[src/rtl/top_fifo_burst_wr.sv]
// top_fifo_burst_wr: gathers a burst from one selected producer into a FIFO and hands it to the host over the parallel SPI pads
module top_fifo_burst_wr #(
  parameter int SPI_WIDTH = 32,
  parameter int ADDR_WIDTH_FIFO = 3,
  parameter int NUM_CH = 4,
  parameter int LEN_W = 8,
  localparam int CH_W = (NUM_CH > 1) ? $clog2(NUM_CH) : 1
) (
  input  logic                        clk_chip,
  input  logic                        reset_chip,
  input  logic                        O_spi_sck,
  input  logic                        O_spi_cs_n,
  output logic [SPI_WIDTH-1:0]        IO_spi_data,
  output logic                        config_req,
  output logic                        config_ready,
  input  logic                        config_paulse,
  input  logic [3:0]                  config_data,
  input  logic [CH_W-1:0]             config_ch,
  input  logic [LEN_W-1:0]            config_len,
  output logic [NUM_CH-1:0]           wr_ready,
  input  logic [NUM_CH-1:0]           wr_req,
  input  logic [NUM_CH*SPI_WIDTH-1:0] wr_data,
  output logic                        burst_done,
  output logic                        underrun
);
  localparam int DEPTH = 1 << ADDR_WIDTH_FIFO;
  localparam int HW = 8 + LEN_W;
  localparam logic [ADDR_WIDTH_FIFO:0] FULL = (ADDR_WIDTH_FIFO+1)'(DEPTH);
  typedef enum logic [2:0] {IDLE, CONFIG, WAIT, XFER, DONE} state_t;
  state_t state, state_nxt;
  logic [CH_W-1:0] ch_q;
  logic [LEN_W-1:0] len_q, wr_cnt;
  logic [3:0] cfg_data_q;
  logic [SPI_WIDTH-1:0] mem [DEPTH];
  logic [ADDR_WIDTH_FIFO-1:0] wr_ptr, rd_ptr;
  logic [ADDR_WIDTH_FIFO:0] count;
  logic sck_s1, sck_sync, sck_d, cs_s1, cs_sync, cs_d_sync;
  logic start, can_wr, push, pop_ev, pop, sck_rise;
  logic [HW-1:0] hdr_top;
  logic [SPI_WIDTH-1:0] hdr;
  assign start = state == IDLE && config_paulse && config_len != '0;
  assign can_wr = state inside {CONFIG, WAIT, XFER} && count != FULL && wr_cnt < len_q;
  for (genvar c = 0; c < NUM_CH; c++) begin : g_rdy
    assign wr_ready[c] = can_wr && ch_q == CH_W'(c);
  end
  assign push = |(wr_req & wr_ready);
  assign sck_rise = sck_sync & ~sck_d;
  assign pop_ev = state == XFER && sck_rise && !cs_sync;
  assign pop = pop_ev && count != '0;
  assign config_ready = state == IDLE;
  assign config_req = state inside {CONFIG, WAIT};
  assign burst_done = state == DONE;
  // header: tag, channel, length packed from the MSB down, zero padded or truncated to the word
  assign hdr_top = {cfg_data_q, 4'(ch_q), len_q};
  if (SPI_WIDTH >= HW) begin : g_hdr_pad
    assign hdr = SPI_WIDTH'(hdr_top) << (SPI_WIDTH - HW);
  end else begin : g_hdr_cut
    assign hdr = hdr_top[HW-1 -: SPI_WIDTH];
  end
  always_comb begin
    state_nxt = state;
    case (state)
      IDLE:    state_nxt = start ? CONFIG : IDLE;
      CONFIG:  state_nxt = WAIT;
      WAIT:    state_nxt = cs_sync ? WAIT : XFER;
      XFER:    state_nxt = (cs_sync && cs_d_sync) ? DONE : XFER;
      default: state_nxt = IDLE;
    endcase
  end
  always_ff @(posedge clk_chip)
    if (push) mem[wr_ptr] <= wr_data[ch_q*SPI_WIDTH +: SPI_WIDTH];
  always_ff @(posedge clk_chip or posedge reset_chip)
    if (reset_chip) begin
      state <= IDLE;
      {sck_s1, sck_sync, sck_d, cs_s1, cs_sync, cs_d_sync} <= '1;
      ch_q <= '0;
      len_q <= '0;
      cfg_data_q <= '0;
      wr_ptr <= '0;
      rd_ptr <= '0;
      count <= '0;
      wr_cnt <= '0;
      underrun <= 1'b0;
      IO_spi_data <= '0;
    end else begin
      state <= state_nxt;
      {sck_s1, sck_sync, sck_d} <= {O_spi_sck, sck_s1, sck_sync};
      {cs_s1, cs_sync, cs_d_sync} <= {O_spi_cs_n, cs_s1, cs_sync};
      if (start) begin
        ch_q <= config_ch;
        len_q <= config_len;
        cfg_data_q <= config_data;
      end
      if (state == DONE) begin
        wr_ptr <= '0;
        rd_ptr <= '0;
        count <= '0;
        wr_cnt <= '0;
      end else begin
        if (push) wr_ptr <= wr_ptr + 1'b1;
        if (push) wr_cnt <= wr_cnt + 1'b1;
        if (pop) rd_ptr <= rd_ptr + 1'b1;
        count <= count + {{ADDR_WIDTH_FIFO{1'b0}}, push} - {{ADDR_WIDTH_FIFO{1'b0}}, pop};
      end
      underrun <= start ? 1'b0 : (pop_ev && !pop) ? 1'b1 : underrun;
      IO_spi_data <= pop_ev ? (pop ? mem[rd_ptr] : '0) : cs_sync ? hdr : IO_spi_data;
    end
endmodule

[config.mk]
export PLATFORM = sky130hd
export DESIGN_NAME = top_fifo_burst_wr
export DESIGN_NICKNAME = d
export VERILOG_FILES = /design/src/rtl/top_fifo_burst_wr.sv
export SDC_FILE = /design/constraint.sdc
export NUM_CORES = 1
export LEC_CHECK = 0
export ABC_CLOCK_PERIOD_IN_PS = 9600
export BUFFER_PORTS_ARGS = -buffer_cell sky130_fd_sc_hd__buf_2
export CAP_MARGIN = 25
export CORE_MARGIN = 3
export CORE_UTILIZATION = 40
export CTS_CLUSTER_SIZE = 25
export DETAILED_ROUTE_END_ITERATION = 8
export GPL_TIMING_DRIVEN = 0
export PLACE_DENSITY = 0.69
export SYNTH_ARGS = -nofsm -noshare
export SYNTH_HDL_FRONTEND = slang
export SYNTH_SLANG_ARGS = --single-unit
[constraint.sdc]
create_clock -name clk_chip -period 9.6 [get_ports clk_chip]
set_input_delay 1.44 -clock clk_chip [delete_from_list [all_inputs] [get_ports clk_chip]]
set_output_delay 1.44 -clock clk_chip [all_outputs]
set_load 0.05 [all_outputs]
==> flow_metrics.env <==
export IMPL_final_nets=1163
export IMPL_synth_top_area_frac=0.559
export IMPL_hold_path_class="register to register"
export IMPL_overflow=0
export IMPL_yosys_warnings=0
export IMPL_worst_ep_arrival_time_ns=2.77
export IMPL_syn_area_per_cell_um2=18.6
export IMPL_fin_crit_sh=0.438
export IMPL_status="finished, final reports clean"
export IMPL_cts_max_level=2
export IMPL_synth_edf_count=256
export IMPL_clock_latency_ns=0.51
export IMPL_period_needed_ns=4.21
export IMPL_clkSinkCount=330
export IMPL_cts_setup_buffers=0
export IMPL_rsz0062_at_grt="false"
export IMPL_ios=191
export IMPL_end_kind="output pin"
export IMPL_dr_total_vias=7802
export IMPL_avgRoutedWirePerCell_um=22.0
export IMPL_cp_slowest_cell="clkbuf_1"
export IMPL_yosysSeqAreaShare=0.694
export IMPL_route_antenna_remaining_nets=0
export IMPL_start_kind="register"
export IMPL_synth_area_um2=13800
export IMPL_initial_core_util=0.408
export IMPL_coreArea_um2=33700
export IMPL_cp_top_family="buffers and inverters"
export IMPL_synth_cells=738
export IMPL_dieArea_um2=36700
export IMPL_vdd_drop_max_mv=0.201
export IMPL_synthesis_nets=906
export IMPL_die_h_um=191
export IMPL_fmaxAchievable_mhz=238
export IMPL_top_usage_layer="met2"
export IMPL_p_leak_nw=6.31
export IMPL_worstSetupPathType="register to output pin"
export IMPL_synth_largest_area_cell="edfxtp_1"
export IMPL_drc_errors=0
export IMPL_die_width_um=191
export IMPL_rrSetupSlack_ns=5.94
export IMPL_yosysUniqueCellTypes=51
export IMPL_ys_flop_type="edfxtp_1"
export IMPL_setup_viol=0
export IMPL_ys_async_sr_fraction=0.224
export IMPL_dp_hpwl_mm=23.3
export IMPL_drt_iter0_drc=675
export IMPL_cts_buffers=34
export IMPL_rows=67
export IMPL_cts_hold_repair_buffers=0
export IMPL_slew_limit_headroom=0.322
export IMPL_cpMostUsedCell="clkbuf_1"
export IMPL_pwr_density_cell_nw_per_um2=327
export IMPL_gp_congestion=0.812
export IMPL_syn_to_final_growth_pct=22.3
export IMPL_worst_pin_slew_ns=1.02
export IMPL_grt_pass1_vias=8134
export IMPL_synth_ff_latch_count=330
export IMPL_crit_buf_inv=4
export IMPL_antenna_found_initial=0
export IMPL_wl_mm=32.3
export IMPL_synth_area_leaders="edfxtp_1 (56%), mux4_2 (16%), dfrtp_1 (12%)"
export IMPL_ctsResizeCount=0
export IMPL_grt_use_met2=0.296
export IMPL_grt_max_degree=57
export IMPL_finalHoldViolCount=0
export IMPL_worst_ep_required_time_ns=8.16
export IMPL_cts_tree="built"
export IMPL_met1_usage=0.239
export IMPL_cts_root_buffer="clkbuf_16"
export IMPL_cts_buffer_depth=3
export IMPL_fill_cells=2796
export IMPL_cp_slowest_stage_delay_ns=0.75
export IMPL_tns_ns=0
export IMPL_met3_usage=0.0409
export IMPL_grt_usage=0.178
export IMPL_worstPathMaxFanout=10
export IMPL_fin_skew_ns=0.0155
export IMPL_total_power_mw=5.50
export IMPL_slew_violations=0
export IMPL_grt_pass1_wl_mm=48.6
export IMPL_maxCapViolations=0
export IMPL_path_cells="clkbuf_1 > clkbuf_1 > inv_1 > nor3_1 > buf_2"
export IMPL_antennaDiodeCount=0
export IMPL_viasPerCell=5.32
export IMPL_io_buffers=190
export IMPL_drive_gt1_frac=0.422
export IMPL_drt_first_pass_iters=5
export IMPL_clk_pin_slew_ns=0.06
power by group:
| part | switching, mW | internal [mW] |
|---|---|---|
| logic | 1.19 | 0.780 |
| clock network | 0.533 | 0.854 |
| registers | 0.113 | 2.03 |
per-layer routing:
metal / part of all wire / routed length (um)
met1: 0.42 / 13600
met2: 0.49 / 16000
met3: 0.064 / 2060
met4: 0.020 / 638
met5: 0 / 0
flip-flops by register name (all words and copies together) (netlist names):
register,flops
sck_s1,1
cs_sync,1
cs_s1,1
state,3
mem,256
wr_cnt,8
underrun,1
wr_ptr,3
ch_q,2
cs_d_sync,1
IO_spi_data,32
count,4
rd_ptr,3
cfg_data_q,4
sck_sync,1
sck_d,1
len_q,8
per-stage QoR:
stage	std cells	worst slack, ns	utilization	hold slack, ns	instance area (um^2)
2_1_floorplan	738	3.85	-	0.345	13800
3_3_place_gp	1376	0.337	0.453	0.346	15300
3_5_place_dp	1407	5.61	0.464	0.348	15600
4_1_cts	1466	5.31	0.499	0.356	16800
5_1_grt	1466	5.10	0.499	0.367	16800
6_report	1466	5.39	0.499	0.353	16800
final timing paths:
kind                             from  cells after the start         endpoint
max                           ch_q[1]                      5      wr_ready[2]
min                             cs_s1                      0          cs_sync
max reg2reg                  len_q[7]                     11        mem[5][2]
min reg2reg                     cs_s1                      0          cs_sync
max in group asynchronous  reset_chip                      3        cs_d_sync
min in group asynchronous  reset_chip                      2  IO_spi_data[14]
placed cells by master, fill, tap and decap left out, drive strengths merged, types with 11 or more instances in the layout:
| cell type | count |
|---|---|
| ha | 16 |
| a221oi | 14 |
| edfxtp | 256 |
| nor2 | 11 |
| mux2 | 14 |
| mux2i | 20 |
| mux4 | 97 |
| clkinv | 11 |
| clkbuf | 60 |
| o21ai | 36 |
| nand2 | 41 |
| inv | 33 |
| a21oi | 20 |
| dfrtp | 68 |
| buf | 244 |
kinds of logic (layout without fill, tap and decap cells):
group                    after synthesis  count (layout)  synth area share
AO/OA/AOI/OAI                         89              89            0.0431
buffers and inverters                 73             353            0.0241
multiplexers                         131             131             0.185
XOR/XNOR                               5               5           0.00318
adder cells (fa/ha/maj)               17              17            0.0160
AND/OR/NAND/NOR                       93              93            0.0348
flip-flops                           330             330             0.694
area by class of cell:
type | count | area, um^2 | share of cell area
Multi-Input combinational cell | 335 | 3930 | 0.233
Tap cell | 448 | 561 | 0.0333
Clock inverter | 16 | 206 | 0.0123
Clock buffer | 43 | 977 | 0.0581
Timing Repair Buffer | 221 | 1270 | 0.0756
Sequential cell | 330 | 9550 | 0.567
Inverter | 33 | 126 | 0.00751
Buffer | 40 | 208 | 0.0123
cells in the mapped netlist, drive strengths merged (5+ instances only):
cell,instances
ha,16
mux2,14
dfrtp,68
xnor2,5
nand2,41
nor3,7
inv,32
o21ai,36
mux4,97
o221ai,7
clkbuf,17
a21oi,20
dfstp,6
a221oi,14
edfxtp,256
nor2,11
buf,23
mux2i,20
(Power assumes the default switching activity.)
